==> config.mk <==
export PLATFORM = sky130hd
export DESIGN_NAME = rc6_key_sequencer
export DESIGN_NICKNAME = d
export VERILOG_FILES = /design/src/rtl/rc6_pkg.sv /design/src/rtl/rc6_key_sequencer.sv
export SDC_FILE = /design/constraint.sdc
export NUM_CORES = 1
export LEC_CHECK = 0
export BUFFER_PORTS_ARGS = -buffer_cell sky130_fd_sc_hd__buf_2
export CORE_MARGIN = 2
export CORE_UTILIZATION = 50
export CTS_CLUSTER_DIAMETER = 60
export DETAILED_ROUTE_END_ITERATION = 8
export GPL_TIMING_DRIVEN = 0
export MAX_ROUTING_LAYER = met4
export PLACE_DENSITY = 0.95
export SLEW_MARGIN = 20
export SYNTH_ARGS = -nofsm -noshare
export SYNTH_HDL_FRONTEND = slang
export SYNTH_SLANG_ARGS = --single-unit
==> constraint.sdc <==
create_clock -name clk -period 3.31 [get_ports clk]
set_clock_uncertainty 0.1 [all_clocks]
set_input_delay 0.331 -clock clk [delete_from_list [all_inputs] [get_ports clk]]
set_output_delay 0.331 -clock clk [all_outputs]
set_load 0.01 [all_outputs]
==> src/rtl/rc6_pkg.sv <==
// Shared RC6 constants, enums and the pair-role decode used by the key path.
package rc6_pkg;

  localparam int unsigned RC6_W      = 32;
  localparam int unsigned RC6_ROUNDS = 20;
  localparam int unsigned RC6_PAIRS  = RC6_ROUNDS + 2;

  typedef enum logic [1:0] {
    PRE   = 2'd0,
    ROUND = 2'd1,
    POST  = 2'd2
  } key_phase_e;

  typedef enum logic [1:0] {
    IDLE = 2'd0,
    LOAD = 2'd1,
    RUN  = 2'd2
  } seq_state_e;

  // Role of a ROM pair, decoded from its index only (direction-independent).
  function automatic key_phase_e pair_phase(input logic [4:0] idx);
    if (idx == 5'd0) return PRE;
    if (idx == 5'(RC6_PAIRS - 1)) return POST;
    return ROUND;
  endfunction

endpackage

==> src/rtl/rc6_key_sequencer.sv <==
// Walks the RC6 round-key ROM forward (encrypt) or reverse (decrypt) and
// presents one S[2i]/S[2i+1] pair per valid/ready handshake.
module rc6_key_sequencer
  import rc6_pkg::*;
#(
  parameter int unsigned W     = RC6_W,
  parameter int unsigned PAIRS = RC6_PAIRS
) (
  input  logic           clk,
  input  logic           rst,
  input  logic           start,
  input  logic           decrypt,
  input  logic           abort,
  output logic [4:0]     rom_addr,
  input  logic [2*W-1:0] rom_q,
  output logic           key_valid,
  input  logic           key_ready,
  output logic [W-1:0]   key_a,
  output logic [W-1:0]   key_b,
  output logic [4:0]     key_round,
  output logic [1:0]     key_phase,
  output logic           busy,
  output logic           done
);

  localparam logic [4:0] LAST    = 5'(PAIRS - 1);
  localparam logic [4:0] END_CNT = 5'(PAIRS);

  seq_state_e state;
  logic [4:0] cnt;
  logic       dir;

  // ROM address depends only on the count and the latched direction registers.
  assign rom_addr = dir ? (LAST - cnt) : cnt;

  // Sequencer FSM, pair counter and registered key outputs.
  always_ff @(posedge clk) begin
    if (rst) begin
      state     <= IDLE;
      cnt       <= '0;
      dir       <= 1'b0;
      key_valid <= 1'b0;
      busy      <= 1'b0;
      done      <= 1'b0;
      key_a     <= '0;
      key_b     <= '0;
      key_round <= '0;
      key_phase <= PRE;
    end else begin
      done <= 1'b0;
      if (abort && state != IDLE) begin
        // abort beats any handshake in the same cycle
        state     <= IDLE;
        cnt       <= '0;
        key_valid <= 1'b0;
        busy      <= 1'b0;
        key_a     <= '0;
        key_b     <= '0;
        key_round <= '0;
        key_phase <= PRE;
      end else begin
        case (state)
          IDLE: begin
            if (start && !abort) begin
              dir   <= decrypt;
              cnt   <= '0;
              busy  <= 1'b1;
              state <= LOAD;
            end
          end
          LOAD: begin
            key_a     <= rom_q[W-1:0];
            key_b     <= rom_q[2*W-1:W];
            key_round <= rom_addr;
            key_phase <= pair_phase(rom_addr);
            key_valid <= 1'b1;
            cnt       <= 5'd1;
            state     <= RUN;
          end
          RUN: begin
            if (key_valid && key_ready) begin
              if (cnt < END_CNT) begin
                key_a     <= rom_q[W-1:0];
                key_b     <= rom_q[2*W-1:W];
                key_round <= rom_addr;
                key_phase <= pair_phase(rom_addr);
                cnt       <= cnt + 5'd1;
              end else begin
                key_valid <= 1'b0;
                done      <= 1'b1;
                busy      <= 1'b0;
                cnt       <= '0;
                state     <= IDLE;
              end
            end
          end
          default: begin
            state <= IDLE;
            busy  <= 1'b0;
          end
        endcase
      end
    end
  end

endmodule

Yosys cells after proc, flatten, opt, wreduce, memory -nomap -nowiden

Index checks and enable logic that the tools add are counted.

Input bits: 70
Memories: 0
Output and inout port bits: 79
Latch bits: 0
Bits in writable memories: 0
ROM bits: 0
Register bits: 82

Add/subtract/negate cells: 2
Shift-type cells: 0
Bitwise operators: 4
Order comparisons: 1
Reductions and logical operators: 17
Multipliers: 0
Multiplexer cells: 53
Equal/unequal tests: 7
Divide/modulo/power cells: 0

Operator list:

| kind                                              | number |
|---|---|
| 2-to-1 mux 32 bit                                 | 4 |
| one-hot mux 32 bit (2 select lines)               | 2 |
| 2-to-1 mux 5 bit                                  | 6 |
| 2-to-1 mux 1 bit                                  | 24 |
| 2-to-1 mux 2 bit                                  | 11 |
| one-hot mux 5 bit (3 select lines)                | 1 |
| AND reduction 3 bit                               | 5 |
| one-hot mux 5 bit (2 select lines)                | 1 |
| != test 2 bit, second input constant              | 4 |
| one-hot mux 2 bit (3 select lines)                | 1 |
| adder 5 x 1 -> 5 bit, second input constant       | 1 |
| == test 5 bit, second input constant              | 1 |
| logical NOT 5 bit                                 | 1 |
| less-than comparator 5 bit, second input constant | 1 |
| subtractor 5 bit, first input constant            | 1 |
| inverter 1 bit                                    | 4 |
| one-hot mux 2 bit (2 select lines)                | 1 |
| AND reduction 4 bit                               | 1 |
| nonzero test 2 bit                                | 2 |
| OR reduction 4 bit                                | 1 |
| logical AND 1 bit                                 | 3 |
| one-hot mux 1 bit (3 select lines)                | 1 |
| nonzero test 3 bit                                | 1 |
| == test 2 x 1 -> 1 bit, second input constant     | 1 |
| 5 further kinds                                   | 5 |

Logic depth before layout (Yosys ltp)

Gate-level depths: netlist (run 1).

Depth in word-level cells: 20
Depth in mapped cells: 9

Worst setup path before layout (run 1)

No wires, ideal clock.

Path type: reg-to-reg
Start: register state[0]
End: register key_round[4]
Data required time: 3.143 ns
Arrival time: 1.618 ns
Path slack: 1.524 ns
Cell stages (with the launch flop): 10
Path buffers: 3
Library setup time: 0.067 ns
Cell sequence: dfxtp_1 > inv_1 > ha_1 > buf_2 > nor2b_1 > a41o_1 > buf_4 > buf_2 > nand2_1 > a21oi_2

Longest elaborated chain between the ends: 3
Elaborated cells between the ends (all ways): 10

RTL lines:

| item                                                                              | RTL line                | source |
|---|---|---|
| start: declaration                                                                | rc6_key_sequencer.sv:29 | `seq_state_e state;` |
| start signal: assignment                                                          | rc6_key_sequencer.sv:39 | `state <= IDLE;` |
| start signal: assignment                                                          | rc6_key_sequencer.sv:53 | `state <= IDLE;` |
| start signal: assignment                                                          | rc6_key_sequencer.sv:68 | `state <= LOAD;` |
| == test 2 bit, or another cell as far along                                       | rc6_key_sequencer.sv:62 | `case (state)` |
| != test 2 bit (no source line), or another cell as far along                      | -                       |  |
| AND reduction 3 bit (no source line) / OR reduction 2 bit (equally long branches) | -                       |  |
| end signal: assignment                                                            | rc6_key_sequencer.sv:74 | `key_round <= rom_addr;` |
| end signal: assignment                                                            | rc6_key_sequencer.sv:85 | `key_round <= rom_addr;` |
| end: declaration                                                                  | rc6_key_sequencer.sv:20 | `output logic [4:0] key_round,` |

Several ways; a longest one is shown, not always the timed one.
A chain may end at the register's enable or synchronous reset.

Final worst setup path (run 1)

Start: register state[0]
End: register done

Longest elaborated chain between the ends: 3
Elaborated cells between the ends (all ways): 5

RTL lines:

| item                                                                        | RTL line                                         | source |
|---|---|---|
| == test 2 bit / nonzero test 2 bit (equally long branches)                  | rc6_key_sequencer.sv:62, rc6_key_sequencer.sv:51 |  |
| inverter 1 bit (no source line) / logical AND 1 bit (equally long branches) | -                                                |  |
| OR reduction 4 bit (no source line) *                                       | -                                                |  |
| end signal: assignment                                                      | rc6_key_sequencer.sv:44                          | `done <= 1'b0;` |
| end signal: assignment                                                      | rc6_key_sequencer.sv:50                          | `done <= 1'b0;` |
| end signal: assignment                                                      | rc6_key_sequencer.sv:90                          | `done <= 1'b1;` |
| end: declaration                                                            | rc6_key_sequencer.sv:23                          | `output logic done` |

Every way passes the cells marked *; elsewhere a longest branch is shown, timed or not.

==> results of run 1 <==
==> per-layer routing <==
| layer | track usage, % | vias up | part of all wire [%] |
|---|---|---|---|
| li1 | - | 1678 | - |
| met1 | 26.2 | 1502 | 41 |
| met2 | 41.8 | 144 | 50 |
| met3 | 4.14 | 13 | 7.0 |
| met4 | 9.96 | 0 | 1.5 |
| met5 | - | - | 0 |
==> power by group <==
part	switching [mW]	total (mW)	internal [mW]
registers	0.0299	1.07	1.04
clock network	0.340	0.757	0.417
logic	0.213	0.361	0.148
==> critical path, delay by kind of cell (launching register included) <==
| family | cells | cell delay [ps] |
|---|---|---|
| DFF | 1 | 420 |
| and+or+nand+nor | 1 | 130 |
| AOI/OAI and AO/OA | 1 | 120 |
| buffers and inverters | 4 | 1080 |
| adders and majority gates | 1 | 270 |
==> synth_stat cells (all sizes together) (2+ instances only) <==
cell,n,area [um2]
inv,7,26.3
nand4,3,18.8
clkbuf,9,33.8
o21ai,8,51.3
a21oi,78,398
dfxtp,82,1640
nand4b,2,17.5
nor2b,8,50.1
nand3,2,10.0
a31oi,3,18.8
nand2,143,537
a21o,2,15.0
nor2,11,41.3
o211ai,2,15.0
ha,8,100
a211oi,2,15.0
nor3,7,45.0
buf,20,154
xor2,2,17.5
==> logic make-up after synthesis <==
family | share of synthesized area, %
and+or+nand+nor | 22.5
buffers and inverters | 6.39
DFF | 49.0
xor gates and xnor gates | 0.785
AOI/OAI and AO/OA | 17.7
adders and majority gates | 2.99
muxes | 0.635
==> layout make-up <==
| class | count | area, um2 |
|---|---|---|
| clock buffers | 9 | 124 |
| flip-flops and latches | 82 | 1640 |
| clock inverters | 5 | 78.8 |
| repair buffers | 148 | 741 |
| multi-input cells | 295 | 1490 |
| plain buffers | 29 | 188 |
| well taps | 77 | 96.3 |
| fillers | 539 | 2030 |
| inverters | 7 | 26.3 |
==> state kept, by name, summed over array words and instances, names as in the netlist <==
name / cells
dir: 1
busy: 1
state: 2
key_round: 5
done: 1
key_phase: 2
cnt: 5
key_valid: 1
key_a: 32
key_b: 32
==> path summary, 6_finish.rpt <==
check             depth (start not counted)  startpoint        to  slack [ps]
setup / recovery                          7    state[0]      done        1070
hold / removal                            2         rst       dir          60
setup reg to reg                          7    state[0]      done        1070
hold reg to reg                           2    key_b[4]  key_b[4]         350
==> stage by stage <==
step	setup WS [ps]	utilization, %	power [mW]	hold WS [ps]
2_1_floorplan	1520	-	1.30	303
3_3_place_gp	1180	65.2	1.44	335
3_5_place_dp	1070	65.2	1.45	342
4_1_cts	1040	68.3	2.20	46.0
5_1_grt	880	68.3	2.29	65.1
6_report	1070	68.3	2.19	60.5
==> metrics.cfg, run 1 <==
[synthesis]
synth-edff-count=0
ys_warn_count=0
post_synth_inst_count=413
syn_nets=491
seq_area_frac_synth_pct=49.0
synth_area_um2=3350
synth_cell_types=40
synthFlopType=dfxtp_1
synth-seq-cells=82
synth.avg_cell_area_um2=8.11
async_reset_ff_share_pct=0

[drt]
drc_errors=14
routed_wirelength_um=8530
routedWlPerCell_um=13.1
ant_nets=0
drt_pass1_iterations=8
via_per_inst=5.12
num_vias=3337
dr.first_iter.drc_count=135

[finish]
layout_commonest_cell=buf_2
antennaDiodeCount=0
final_cell_count_no_fill=652
area_growth_pct=31.1
final_cell_mix=buf_2, nand2_1, dfxtp_1, a21oi_1, nor2_1
nNetsFinal=650
drive_gt1_share_pct=33.4
design_area_um2=4390

[cts]
clk_pin_slew_ps=80
cts_resized=0
clk_path_buf_depth=2
h-tree-depth=3
cts_tree=yes
cts_sinks=82
cts_setup_buffers=0
clock-root-buffer=clkbuf_8
clk_latency_ps=340
ctsHoldBuffers=0
numCtsBuffers=9

[setup_path]
slowest_delay_ps=450
crit_chain=inv_1 > ha_1 > inv_1 > a21o_1 > clkbuf_1 > clkbuf_1 > nor3_1
crit_fanout=10
criticalPathCategory=flip-flop to flip-flop
start_kind=flip-flop
critPathArrivalTime_ps=2360
crit_path_end_kind=flip-flop
crit_required_ps=3420
crit_slowest_cell=clkbuf_1

[die]
start_util_pct=52.1
die_area_um2=7370
io_pins=149
die_y_um=85.8
die_w_um=85.8
core_um2=6420
rows=29

[power]
p_leak_nw=2.04
p_per_area_nw_per_um2=499
peakVddDrop_v=0.000284

[sta]
hold_viol=0
setup-tns-final_ps=0
fmax_ghz=0.446
finalCriticalPeriod_ps=2240
fin_crit_sh_pct=67.8
setup_viol=0
rsz0062_at_grt=false
tightest_slew_ps=759
relSlewSlack_pct=49.4
slew_violations=0

[grt]
grt_pass1_vias=3182
antenna_found_initial=0
grt_max_degree=14
grt-ovfl-total=0
grt_pass1_wl_um=13700
track_usage_pct=23.6

[placed_design]
dp.cells=638
gp_congestion=0.895
place_area_um2=4190
hpwl_um=6390
portBuffers=148

[worst_hold_path]
hold_path_class=primary input to flip-flop

[run_status]
violations=DRC
status=complete, but fails checks

[run]
cap_viol_max_count=0

(Power assumes the default switching activity.)
==> run 2: changes to the inputs <==
--- a/config.mk
+++ b/config.mk
@@ -7,12 +7,12 @@
 export LEC_CHECK = 0
 export BUFFER_PORTS_ARGS = -buffer_cell sky130_fd_sc_hd__buf_2
 export CORE_MARGIN = 2
-export CORE_UTILIZATION = 50
+export CORE_UTILIZATION = 47
 export CTS_CLUSTER_DIAMETER = 60
 export DETAILED_ROUTE_END_ITERATION = 8
 export GPL_TIMING_DRIVEN = 0
 export MAX_ROUTING_LAYER = met4
-export PLACE_DENSITY = 0.95
+export PLACE_DENSITY = 0.92
 export SLEW_MARGIN = 20
 export SYNTH_ARGS = -nofsm -noshare
 export SYNTH_HDL_FRONTEND = slang
==> constraint.sdc (replaced) <==
create_clock -name clk -period 2.2 [get_ports clk]
set_clock_uncertainty 0.1 [all_clocks]
set_input_delay 0.22 -clock clk [delete_from_list [all_inputs] [get_ports clk]]
set_output_delay 0.22 -clock clk [all_outputs]
set_load 0.01 [all_outputs]
==> run 2 against run 1 <==
  * Clock power grew 37%
  * Design area is 0.77% higher
  * Core utilization decreased by 3.6 points
  * Count of clock-buffer cells in the layout rose by 1
  * The flow now finishes without violations
  * Wire length up 0.75%
  * Cell count up 3.4%
  * Sequential power grew 50%
  * Power grew 46%
  * Maximum frequency is 10% higher
==> metrics.cfg, run 2 (synthesis gave the netlist of run 1 again) <==
[run_status]
status=completed

[power]
peakVddDrop_v=0.000424  ; +49%
pwr-share-clk_pct=32.4  ; -2.2 points
p_comb_share_pct=17.1  ; +0.6 points
p_int_mw=2.31  ; +44%
power_switching_uw=881  ; +51%
seq_power_share_pct=50.4  ; +1.5 points
switching_share_pct=27.6  ; +0.96 points
p_per_area_nw_per_um2=722  ; +45%
p_leak_nw=2.05  ; +0.38%

[die]
die_area_um2=7810  ; +6.1%
die_y_um=88.4  ; +3.0%
rows=30  ; +3.4%
start_util_pct=49.0  ; -3.1 points
core_um2=6830  ; +6.4%
die_w_um=88.4  ; +3.0%
io_pins=149  ; unchanged

[drt]
ant_nets=0  ; unchanged
drt_pass1_iterations=4  ; -4
routedWlPerCell_um=12.7  ; -2.5%
routed_wirelength_um=8590  ; +0.75%
drc_errors=0  ; -14
dr.first_iter.drc_count=106  ; -21%
via_per_inst=4.97  ; -3.0%
num_vias=3347  ; +0.30%

[finish]
layout_commonest_cell=buf_2
seq_area_um2=1640  ; about the same
final_cell_mix=buf_2, nand2_1, dfxtp_1, a21oi_1, nor2_1
design_area_um2=4420  ; +0.77%
reg_top3=key_a x32, key_b x32
drive_gt1_share_pct=34.4  ; +1.0 points
area_growth_pct=32.1
num-fill-cells=620  ; +15%
multi_input_area_um2=1500  ; +0.17%
nNetsFinal=652  ; +0.31%
antennaDiodeCount=0  ; unchanged

[setup_path]
crit_required_ps=2360  ; -1060 ps
critPathArrivalTime_ps=2190  ; -170 ps
criticalPathCategory=flip-flop to flip-flop
crit_path_end_kind=flip-flop
start_kind=flip-flop
crit_fanout=10  ; unchanged
regToRegSetupSlack_ps=170  ; -900 ps

[cts]
clk_latency_ps=330  ; about the same
numCtsBuffers=9  ; unchanged
clk_path_buf_depth=2  ; unchanged
clock-root-buffer=clkbuf_8
clk_pin_slew_ps=80  ; about the same
cts_sinks=82  ; unchanged
h-tree-depth=3  ; unchanged
cts_tree=yes

[grt]
grt-ovfl-total=0  ; unchanged
grt_pass1_wl_um=13400  ; -2.5%
grt_pass1_vias=3120  ; -1.9%
track_usage_pct=22.0  ; -1.6 points
grt_max_degree=14  ; unchanged
antenna_found_initial=0  ; unchanged

[sta]
relSlewSlack_pct=51.1  ; +1.7 points
finalCriticalPeriod_ps=2030  ; -213 ps
slew_violations=0  ; unchanged
rsz0062_at_grt=false
hold_viol=0  ; unchanged
setup-tns-final_ps=0  ; unchanged
tightest_slew_ps=734  ; -25.1 ps
fmax_ghz=0.492  ; +10%
setup_viol=0  ; unchanged
fin_crit_sh_pct=92.3  ; +25 points

[placed_design]
place_area_um2=4210  ; +0.57%
portBuffers=148  ; unchanged
hpwl_um=6440  ; +0.84%
gp_congestion=0.869  ; -2.9%

[worst_hold_path]
hold_path_class=primary input to flip-flop

[run]
cap_viol_max_count=0  ; unchanged

## run 2: cell count changes in the layout (fill, tap and decap cells not counted), sizes merged
cell and delta:
inv -1, clkinv +1, bufinv -1, buf +2, dlygate4sd3 +1, clkinvlp +1
## run 2: per-layer routing
metal | vias to the layer above | wire length (um) | track usage, %
met5 | - | 0 | -
li1 | 1681 | - | -
met2 | 130 | 4300 | 39.6
met3 | 8 | 630 | 5.13
met4 | 0 | 55 | 6.47
met1 | 1528 | 3610 | 24.2
## run 2: path summary, 6_finish.rpt
check | from | endpoint | cells past startpoint
min reg2reg | key_a[16] | key_a[16] | 2
max reg2reg | state[0] | cnt[3] | 6
min | rom_q[57] | key_b[25] | 3
max | state[0] | cnt[3] | 6
## run 2: cell type report
class	count	area share [%]
Clock buffer	10	2.89
Inverter	7	0.594
Clock inverter	5	1.27
Buffer	28	4.24
Tap cell	96	2.72
Timing Repair Buffer	151	17.3
Multi-Input combinational cell	295	33.8
Sequential cell	82	37.2
## run 2: power by group through the flow
| stage | clock [mW] | sequential, mW | combinational, mW |
|---|---|---|---|
| 2_1_floorplan | 0 | 1.68 | 0.283 |
| 3_3_place_gp | 0 | 1.64 | 0.523 |
| 3_5_place_dp | 0 | 1.64 | 0.541 |
| 4_1_cts | 1.07 | 1.61 | 0.544 |
| 5_1_grt | 1.13 | 1.62 | 0.609 |
| 6_report | 1.04 | 1.61 | 0.548 |
## run 2: timing repair
action | CTS | global route
setup buffers | 0 | 2
setup endpoints to repair | 0 | 80
hold endpoints to repair | 1 | 0
resized for setup | 0 | 8
hold buffers | 1 | 0
## run 2: stage by stage
stage	setup WS, ps	hold WS [ps]	power (mW)	util (%)	cells
after floorplan	414	192	1.96	-	413
after global placement	47.7	304	2.16	61.6	657
after detailed placement	15.3	304	2.19	61.6	657
after CTS	2.61	0.545	3.22	64.5	673
after global routing	31.7	6.41	3.36	64.7	674
final	169	20.5	3.19	64.7	674
## run 2: worst max-delay path, stage by stage, from the launching register on
cell	delay, ps
dfxtp_2	370
inv_1	70
ha_1	190
buf_2	180
a221oi_1	670
nand4_1	170
a21oi_1	200
